<file path="config.mk">
export PLATFORM = sky130hd
export DESIGN_NAME = alpha_fade_ctrl
export DESIGN_NICKNAME = d
export VERILOG_FILES = /design/src/rtl/alpha_fade_ctrl.sv
export SDC_FILE = /design/constraint.sdc
export NUM_CORES = 1
export LEC_CHECK = 0
export BUFFER_PORTS_ARGS = -buffer_cell sky130_fd_sc_hd__buf_2
export CORE_MARGIN = 2
export CORE_UTILIZATION = 45
export DETAILED_ROUTE_END_ITERATION = 8
export PLACE_DENSITY_LB_ADDON = 0.2
export SYNTH_ARGS = -nofsm -noshare
export SYNTH_HDL_FRONTEND = slang
export SYNTH_SLANG_ARGS = --single-unit
</file>
<file path="constraint.sdc">
create_clock -name clk_in -period 1.6 [get_ports clk_in]
set_input_delay 0 -clock clk_in [delete_from_list [all_inputs] [get_ports clk_in]]
set_output_delay 0 -clock clk_in [all_outputs]
set_load 0.01 [all_outputs]
</file>
<file path="src/rtl/alpha_fade_ctrl.sv">
// Alpha ramp controller for the sprite blender: steps alpha between 0 and ALPHA_MAX
// once every FRAMES_PER_STEP frame pulses, with one-shot or ping-pong operation.
module alpha_fade_ctrl #(
  parameter int unsigned FRAMES_PER_STEP = 15,
  parameter int unsigned ALPHA_MAX       = 4
) (
  input  logic       clk_in,
  input  logic       rst_in,
  input  logic       new_frame_in,
  input  logic       start_in,
  input  logic       stop_in,
  input  logic       dir_in,
  input  logic       pingpong_in,
  output logic [2:0] alpha_out,
  output logic       busy_out,
  output logic       done_out
);

  localparam int unsigned     CntW     = $clog2(FRAMES_PER_STEP + 1);
  localparam logic [CntW-1:0] CntLast  = CntW'(FRAMES_PER_STEP - 1);
  localparam logic [2:0]      AlphaMax = 3'(ALPHA_MAX);

  typedef enum logic [1:0] {StIdle, StRun, StDone} state_e;

  state_e          state_q, state_d;
  logic [CntW-1:0] cnt_q, cnt_d;
  logic [2:0]      alpha_q, alpha_d;
  logic            busy_q, busy_d;
  logic            done_q, done_d;
  logic            dir_q, dir_d;
  logic            pp_q, pp_d;

  logic [2:0]      alpha_step;
  logic            step_at_end;

  // dir_q = 1 ramps towards ALPHA_MAX, 0 towards 0
  always_comb begin
    alpha_step  = dir_q ? (alpha_q + 3'd1) : (alpha_q - 3'd1);
    step_at_end = dir_q ? (alpha_step == AlphaMax) : (alpha_step == 3'd0);
  end

  always_comb begin
    state_d = state_q;
    cnt_d   = cnt_q;
    alpha_d = alpha_q;
    busy_d  = busy_q;
    done_d  = 1'b0;
    dir_d   = dir_q;
    pp_d    = pp_q;
    unique case (state_q)
      StIdle: begin
        busy_d = 1'b0;
        if (start_in) begin
          dir_d   = dir_in;
          pp_d    = pingpong_in;
          alpha_d = dir_in ? 3'd0 : AlphaMax;
          cnt_d   = '0;
          busy_d  = 1'b1;
          state_d = StRun;
        end
      end
      StRun: begin
        if (stop_in) begin
          cnt_d   = '0;
          busy_d  = 1'b0;
          state_d = StIdle;
        end else if (new_frame_in) begin
          if (cnt_q == CntLast) begin
            cnt_d   = '0;
            alpha_d = alpha_step;
            if (step_at_end) begin
              if (pp_q) begin
                dir_d = ~dir_q;
              end else begin
                busy_d  = 1'b0;
                done_d  = 1'b1;
                state_d = StDone;
              end
            end
          end else begin
            cnt_d = cnt_q + CntW'(1);
          end
        end
      end
      StDone: begin
        busy_d  = 1'b0;
        state_d = StIdle;
      end
      default: begin
        state_d = StIdle;
        busy_d  = 1'b0;
      end
    endcase
  end

  always_ff @(posedge clk_in) begin
    if (rst_in) begin
      state_q <= StIdle;
      cnt_q   <= '0;
      alpha_q <= 3'd0;
      busy_q  <= 1'b0;
      done_q  <= 1'b0;
      dir_q   <= 1'b0;
      pp_q    <= 1'b0;
    end else begin
      state_q <= state_d;
      cnt_q   <= cnt_d;
      alpha_q <= alpha_d;
      busy_q  <= busy_d;
      done_q  <= done_d;
      dir_q   <= dir_d;
      pp_q    <= pp_d;
    end
  end

  assign alpha_out = alpha_q;
  assign busy_out  = busy_q;
  assign done_out  = done_q;

endmodule

</file>
; After elaboration in Yosys (flattened, before gate mapping)
; Index checks and enable logic that the tools add are counted.
[totals]
input_bits = 7
word_cells = 73
regBits = 13
out_inout_bits = 5
[classes]
n_eq_ne = 13
muxes = 35
addsub = 3
bitwise_logic = 5
reduce_logical = 10
[op_table]
columns = operator, count
row1 = $mux W3, 6
row2 = $mux W4, 4
row3 = $mux W1, 14
row4 = $mux W2, 6
row5 = $ne A2 B2 Y1 const B, 6
row6 = $ne A3 B3 Y1 const B, 4
row7 = $reduce_and A5 Y1, 2
row8 = $pmux W4 S2, 1
row9 = $reduce_and A7 Y1, 1
row10 = $pmux W3 S2, 1
row11 = $reduce_or A6 Y1, 1
row12 = $not A1 Y1, 5
row13 = $add A4 B1 Y4 const B, 1
row14 = $eq A4 B4 Y1 const B, 1
row15 = $pmux W1 S2, 2
row16 = $pmux W2 S2, 1
row17 = $reduce_and A4 Y1, 1
row18 = $add A3 B1 Y3 const B, 1
row19 = $eq A3 B3 Y1 const B, 1
row20 = $logic_not A3 Y1, 1
row21 = $reduce_and A3 Y1, 1
row22 = $sub A3 B1 Y3 const B, 1
row23 = $eq A2 B1 Y1 const B, 1
row24 = $logic_not A2 Y1, 1
row25 = 2 further kinds, 2

; Longest topological paths before layout
; Gate-level depths: netlist (run 1).
[logic_depth]
word_depth = 9
mapped_depth = 7
depth_no_buf = 7

; Worst setup path after synthesis (run 1)
; No wires, ideal clock.
[synth_timing]
path_kind = register to register
startpoint = register alpha_q[0] (netlist: alpha_out[0])
endpoint = register dir_q
t_required_ps = 1513
synth_period_minus_slack_ps = 1778
arrival_ps = 1691
slack_ps = -178
stages_incl_launch_ff = 7
setup_time_ps = 87
n_path_buf = 0
cell_sequence = dfxtp_1 -> inv_1 -> fa_1 -> xnor2_1 -> nand3_1 -> o31a_1 -> o31ai_1
[synth_between]
elab_chain_cells = 6
word_cells_on_any_way = 8
cone_classes = add/sub (2) / eq/ne (2) / mux (2) / reduce/logical (2)
[synth_lines]
columns = element, line
row1 = start: declaration, 27  ; logic [2:0] alpha_q, alpha_d;
row2 = start signal: assignment, 108  ; alpha_q <= alpha_d;
row3 = $sub A3 B1 Y3 / $add A3 B1 Y3 (equally long branches), 38  ; alpha_step = dir_q ? (alpha_q + 3'd1) : (alpha_q - 3'd1);
row4 = $mux W3 (*), 38
row5 = $eq A3 B3 Y1 / $logic_not A3 Y1 (equally long branches), 39  ; step_at_end = dir_q ? (alpha_step == AlphaMax) : (alpha_step == 3'd0);
row6 = $mux W1 (*), 39
row7 = $ne A2 B2 Y1 (no source line) (*), --
row8 = $reduce_and A7 Y1 (no source line) (*), --
row9 = end signal: assignment, 111  ; dir_q <= dir_d;
row10 = end: declaration, 30  ; logic dir_q, dir_d;
; Every way passes the cells marked *; elsewhere a longest branch is shown, timed or not.
; A chain may end at the register's enable or synchronous reset.

; Worst setup path in the final report (run 1)
[layout_timing]
startpoint = register alpha_q[1] (netlist: alpha_out[1])
endpoint = register done_q (netlist: done_out)
[layout_between]
elab_chain_cells = 6
word_cells_on_any_way = 8
cone_classes = add/sub (2) / eq/ne (1) / mux (2) / bitwise (1) / reduce/logical (2)
[layout_lines]
columns = element, line
row1 = $sub A3 B1 Y3 / $add A3 B1 Y3 (equally long branches), 38
row2 = $mux W3 (*), 38
row3 = $eq A3 B3 Y1 / $logic_not A3 Y1 (equally long branches), 39
row4 = $mux W1 (*), 39
row5 = $not A1 Y1 (no source line) (*), --
row6 = $reduce_or A6 Y1 (no source line) (*), --
row7 = end signal: assignment, 110  ; done_q <= done_d;
row8 = end: declaration, 29  ; logic done_q, done_d;
; Marked as above.

==> flow_summary_export.csv, run 1 <==
group,metric,value,unit
critical_path,critPathTopFamily,"simple AND/OR/NAND/NOR gates",
finish,insertedDiodeCount,0,
finish,nets,117,
finish,layout_common_cells,"buf_2, dfxtp_1, buf_4",
timing,tightest_slew,0.313,ns
floorplan,dieWidth,43.8,um
run,max_cap_viol_count,0,
min_path,min_to,"alpha_out[0]$_SDFFE_PP0P_",
cts,cts_tree,"done",
finish,drive_above_1_share,42.3,%
critical_path,r2r_cells,5,
cts,clock-root-buffer,"clkbuf_4",
critical_path,cpPeakStageDelay,0.38,ns
placed_design,io_buffers,11,
placed_design,place_congestion,0.774,
timing,max_freq,624,MHz
timing,fin_skew,0.000956,ns
critical_path,crit_type,"reg2reg",
routing,viasPerCell,5.44,
routing,wl,1530,um
finish,final_area,983,um^2
critical_path,crit_fanout,4,
global_route,grt_remaining_overflow,0,
critical_path,crit_slowest_cell,"dfxtp_4",
critical_path,crit_chain,"inv_2 > fa_2 > xnor2_4 > nand3b_1 > nor4_2",
global_route,track_usage,18.4,%
cts,clock_latency,0.28,ns
timing,tns,-0.00155,ns
timing,slew_violations,0,
status,status,"finished with violations",
timing,finalHoldWorstSlack,0.0580,ns
synth,syn_inst,78,
finish,final_common_cell,"buf_2",
synth,syn_avg_cell_area,9.16,um^2
timing,finalWorstSetupSlack,-0.00155,ns
floorplan,initial_utilization,48.0,%
critical_path,arrival,1.80,ns
min_path,min_path_cells,2,
floorplan,io_pins,12,
critical_path,worstPathRequired,1.80,ns
critical_path,path_buf_inv,1,
status,violations,"negative setup slack",
global_route,grt_antenna_before_repair,0,
global_route,grt_pass1_wl,2530,um
cts,cts_max_level,1,
timing,finalHoldViolations,0,
pwr,powerDensity,743,nW/um^2
cts,cts.sinks,13,
routing,drt.antenna.violating_nets,0,
timing,rsz0062_at_grt,"true",
routing,post_drt_wl_per_cell,12.7,um
critical_path,rr_startpoint,"alpha_out[1]$_SDFFE_PP0P_",
routing,drt_first_pass_iters,4,
floorplan,die_h,43.8,um
critical_path,r2r_end,"done_out$_SDFF_PP0_",
placed_design,hpwl,1070,um
min_path,hold_path_class,"in2reg",
critical_path,cp-start-kind,"flop",
timing,fin_crit_sh,100,%
timing,setup_viol,1,
critical_path,reg2reg_slack,-0.002,ns
floorplan,num_rows,14,
placed_design,placed_cell_area,853,um^2
synth,synth_nets,90,
global_route,grt_pass1_vias,584,
routing,drc,0,
pwr,power,731,uW
global_route,grt_max_degree,15,
pwr,max-vdd-ir-drop,582,uV
min_path,hp-start,"rst_in",
routing,drtIter0Drc,11,
timing,final.min_clock_period,1.60,ns
routing,vias,653,
critical_path,endpoint_kind,"flop",
timing,slew_headroom,79.1,%
cts,cts_buffers,3,
cts,cts_buffer_depth,2,
synth,synth_cell_type_count,36,
pwr,leakagePower,0.400,nW
synth,netlist_area,714,um^2
floorplan,core,1490,um^2
synth,ys_seq_elements,13,
synth,ys_seq_area_share,36.4,%
finish,syn_to_final_growth,37.7,%
synth,yosysWarnings,0,
finish,n_fill_cell,125,
floorplan,die_area,1920,um^2
cts,clk_pin_slew_worst_paths,0.08,ns
placed_design,dp_slack,-0.0246,ns
## worst max-delay path by stage
| stage | from | depth (start not counted) | slack (ns) | to |
|---|---|---|---|---|
| finish | alpha_out[1]$_SDFFE_PP0P_ | 5 | -0.002 | done_out$_SDFF_PP0_ |
| global route | alpha_out[0]$_SDFFE_PP0P_ | 5 | -0.07 | state_q[1]$_SDFFE_PP0P_ |
| CTS | alpha_out[1]$_SDFFE_PP0P_ | 6 | -0.01 | dir_q$_SDFFE_PP0P_ |
| detailed placement | alpha_out[1]$_SDFFE_PP0P_ | 6 | -0.02 | dir_q$_SDFFE_PP0P_ |
| global placement | alpha_out[1]$_SDFFE_PP0P_ | 6 | 0.02 | dir_q$_SDFFE_PP0P_ |
| floorplan | alpha_out[1]$_SDFFE_PP0P_ | 6 | 0.006 | dir_q$_SDFFE_PP0P_ |
## area by class of cell
cell class	count	area, um^2	share of cell area, %
inverter	5	18.8	1.91
sequential	13	272	27.6
timing repair buffer	23	150	15.3
clock buffer	4	26.3	2.67
tap	16	20.0	2.04
multi-input combinational	59	497	50.5
## registers in the layout (all words and copies together) (netlist names)
signal,flops
cnt_q,4
done_out,1
pp_q,1
busy_out,1
state_q,2
alpha_out,3
dir_q,1
## timing repair
action,4_1_cts,5_1_grt
cloned,0,0
hold buffers,2,0
endpoints found under the setup margin,1,7
endpoints found under the hold margin,3,0
pin swaps,2,8
setup buffers,0,3
resized for setup,0,13
## cells by family (layout without fill, tap and decap cells)
| family | count (synthesis) | in the layout | synth area share [%] |
|---|---|---|---|
| mux | 3 | 3 | 4.38 |
| simple gates | 35 | 35 | 28.9 |
| flops | 13 | 13 | 36.4 |
| xor+xnor | 2 | 2 | 2.45 |
| fa+ha+maj | 5 | 5 | 9.81 |
| buf+inv | 6 | 32 | 3.15 |
| compound gates | 14 | 14 | 14.9 |
## synthesized netlist by cell type, drive strengths merged
master / count / share of area [%]
nor3b: 2 / 2.8
o31ai: 1 / 1.1
o21ai: 2 / 1.4
nand2b: 1 / 0.88
nor2: 7 / 3.7
nand4b: 1 / 1.2
nand3: 5 / 3.5
nand2: 4 / 2.1
a21oi: 4 / 3.3
dfxtp: 13 / 36
and2b: 1 / 1.1
mux2i: 2 / 2.8
clkbuf: 1 / 0.52
nor2b: 1 / 0.88
or3b: 1 / 1.6
nor3: 2 / 1.4
a22o: 1 / 2.5
a31o: 1 / 1.2
fa: 1 / 2.8
and3b: 1 / 1.2
nor4b: 1 / 1.2
o31a: 1 / 1.2
nand3b: 2 / 2.1
and3: 1 / 0.88
mux2: 1 / 1.6
nor4: 2 / 1.8
o211ai: 1 / 1.1
inv: 5 / 2.6
a31oi: 1 / 0.88
or3: 3 / 2.6
a2bb2oi: 1 / 1.2
ha: 4 / 7.0
a211oi: 1 / 1.1
xnor2: 2 / 2.5
## power by group
part	internal [mW]	leakage (nW)	switching (mW)	total, mW
logic	0.0902	0.277	0.0813	0.172
registers	0.335	0.108	0.0142	0.349
clock network	0.0968	0.0150	0.113	0.210
total	0.522	0.400	0.209	0.731
## per-stage QoR
step / std cells / util (%)
after floorplan: 78 / -
after global placement: 111 / 57.3
after detailed placement: 111 / 57.3
after CTS: 117 / 60.4
after global routing: 120 / 66.1
final: 120 / 66.1
## metal layers
layer	wire [um]	global-route usage (%)	vias up
li1	-	-	335
met1	742	23.2	300
met2	676	27.1	14
met3	62	3.75	4
met4	48	14.5	0
met5	0	0	-
(Power assumes the default switching activity.)
==> inputs of run 2 (changes only) <==
--- a/config.mk
+++ b/config.mk
@@ -9,7 +9,7 @@
 export CORE_MARGIN = 2
 export CORE_UTILIZATION = 45
 export DETAILED_ROUTE_END_ITERATION = 8
-export PLACE_DENSITY_LB_ADDON = 0.2
+export PLACE_DENSITY = 0.69
 export SYNTH_ARGS = -nofsm -noshare
 export SYNTH_HDL_FRONTEND = slang
 export SYNTH_SLANG_ARGS = --single-unit
==> flow_summary_export.csv, run 2 (synthesized netlist as in run 1, its figures left out) <==
group,metric,value,unit
status,status,"finished clean",
timing,fin_crit_sh,99.1,%
cts,cts_buffers,3,
critical_path,crit_chain,"fa_2 > xnor2_4 > xnor2_1 > a211oi_2 > nor3_1",
min_path,min_to,"cnt_q[0]$_SDFFE_PP0P_",
floorplan,die_area,1920,um^2
global_route,track_usage,19.5,%
critical_path,cpPeakStageDelay,0.43,ns
timing,finalHoldViolations,0,
floorplan,io_pins,12,
finish,syn_to_final_growth,39.4,%
min_path,hold_path_class,"in2reg",
floorplan,dieWidth,43.8,um
timing,slew_violations,0,
finish,regMostFlops,"cnt_q",
finish,insertedDiodeCount,0,
routing,drt.antenna.violating_nets,0,
timing,max_freq,631,MHz
routing,vias,670,
timing,final.min_clock_period,1.59,ns
routing,wl,1670,um
pwr,power,739,uW
cts,cts_tree,"done",
global_route,grt_pass1_vias,616,
global_route,grt_pass1_wl,2690,um
floorplan,initial_utilization,48.0,%
cts,cts_max_level,1,
floorplan,core,1490,um^2
routing,drt_first_pass_iters,4,
critical_path,crit_slowest_cell,"fa_2",
global_route,grt_max_degree,15,
min_path,hp-start,"rst_in",
floorplan,num_rows,14,
placed_design,io_buffers,11,
routing,post_drt_wl_per_cell,13.7,um
timing,slew_headroom,79.1,%
finish,n_fill_cell,129,
min_path,min_path_cells,2,
placed_design,dp_slack,-0.0636,ns
critical_path,r2r_end,"alpha_out[2]$_SDFFE_PP0P_",
finish,layout_common_cells,"buf_4, buf_2, dfxtp_1",
cts,cts.sinks,13,
finish,largest_reg_flops,4,
finish,ff_latch_area,269,um^2
critical_path,rr_startpoint,"dir_q$_SDFFE_PP0P_",
cts,clk_pin_slew_worst_paths,0.08,ns
cts,clock-root-buffer,"clkbuf_4",
timing,fin_skew,0.00108,ns
timing,finalWorstSetupSlack,0.0148,ns
global_route,grt_remaining_overflow,0,
placed_design,hpwl,1170,um
run,max_cap_viol_count,0,
finish,multi_input_area,497,um^2
critical_path,worstPathRequired,1.77,ns
floorplan,die_h,43.8,um
routing,drc,0,
critical_path,endpoint_kind,"flop",
timing,tns,0,ns
pwr,leakagePower,0.412,nW
critical_path,r2r_cells,5,
timing,rsz0062_at_grt,"true",
cts,clock_latency,0.28,ns
finish,drive_above_1_share,45.3,%
critical_path,cp-start-kind,"flop",
critical_path,crit_type,"reg2reg",
critical_path,reg2reg_slack,0.01,ns
cts,cts_buffer_depth,2,
timing,setup_viol,0,
critical_path,arrival,1.75,ns
pwr,max-vdd-ir-drop,592,uV
global_route,grt_antenna_before_repair,0,
placed_design,place_congestion,0.734,
critical_path,crit_fanout,4,
timing,tightest_slew,0.314,ns
routing,viasPerCell,5.49,
timing,finalHoldWorstSlack,0.0635,ns
finish,nets,119,
finish,final_common_cell,"buf_4",
routing,drtIter0Drc,12,
pwr,powerDensity,742,nW/um^2
==> run 2: final cells by class <==
type,count,area share (%)
multi-input combinational,59,49.9
sequential,13,27.0
timing repair buffer,25,16.6
clock buffer,4,2.64
tap,16,2.01
inverter,5,1.88
==> run 2: worst max-delay path, delay by kind of cell, from the launching register on <==
family | cells | cell delay, ns
AO/OA/AOI/OAI | 1 | 0.28
XOR/XNOR | 2 | 0.32
adder cells (fa/ha/maj) | 1 | 0.43
flip-flops | 1 | 0.35
AND/OR/NAND/NOR | 1 | 0.08
==> run 2: power by group <==
group	internal (mW)	total, mW	switching, mW
logic	0.0945	0.180	0.0859
registers	0.336	0.349	0.0130
clock network	0.0968	0.209	0.113
total	0.528	0.739	0.211
==> run 2: what timing repair did <==
item,in CTS,in global routing
pin swaps,5,3
resized for setup,5,8
hold buffers,2,0
endpoints found under the setup margin,3,6
buffers inserted,1,1
hold endpoints to repair,3,0
==> run 2: through the flow <==
stage	util (%)	area [um^2]	std cells
floorplan	-	729	78
global placement	58.8	876	114
detailed placement	58.8	876	114
CTS	65.0	967	121
global route	66.9	996	122
finish	66.9	996	122
==> run 2: worst max path at each step <==
stage | cells past startpoint | to | startpoint
floorplan | 6 | dir_q$_SDFFE_PP0P_ | alpha_out[1]$_SDFFE_PP0P_
global placement | 6 | dir_q$_SDFFE_PP0P_ | alpha_out[1]$_SDFFE_PP0P_
detailed placement | 6 | dir_q$_SDFFE_PP0P_ | alpha_out[1]$_SDFFE_PP0P_
CTS | 6 | dir_q$_SDFFE_PP0P_ | alpha_out[0]$_SDFFE_PP0P_
global route | 5 | dir_q$_SDFFE_PP0P_ | dir_q$_SDFFE_PP0P_
finish | 5 | alpha_out[2]$_SDFFE_PP0P_ | dir_q$_SDFFE_PP0P_
==> run 2: routing by layer <==
layer,global-route usage [%],wire [um],up-vias
met5,0,0,-
met4,9.09,53,0
met3,5.00,64,6
met2,33.2,836,19
met1,22.7,719,310
li1,-,-,335
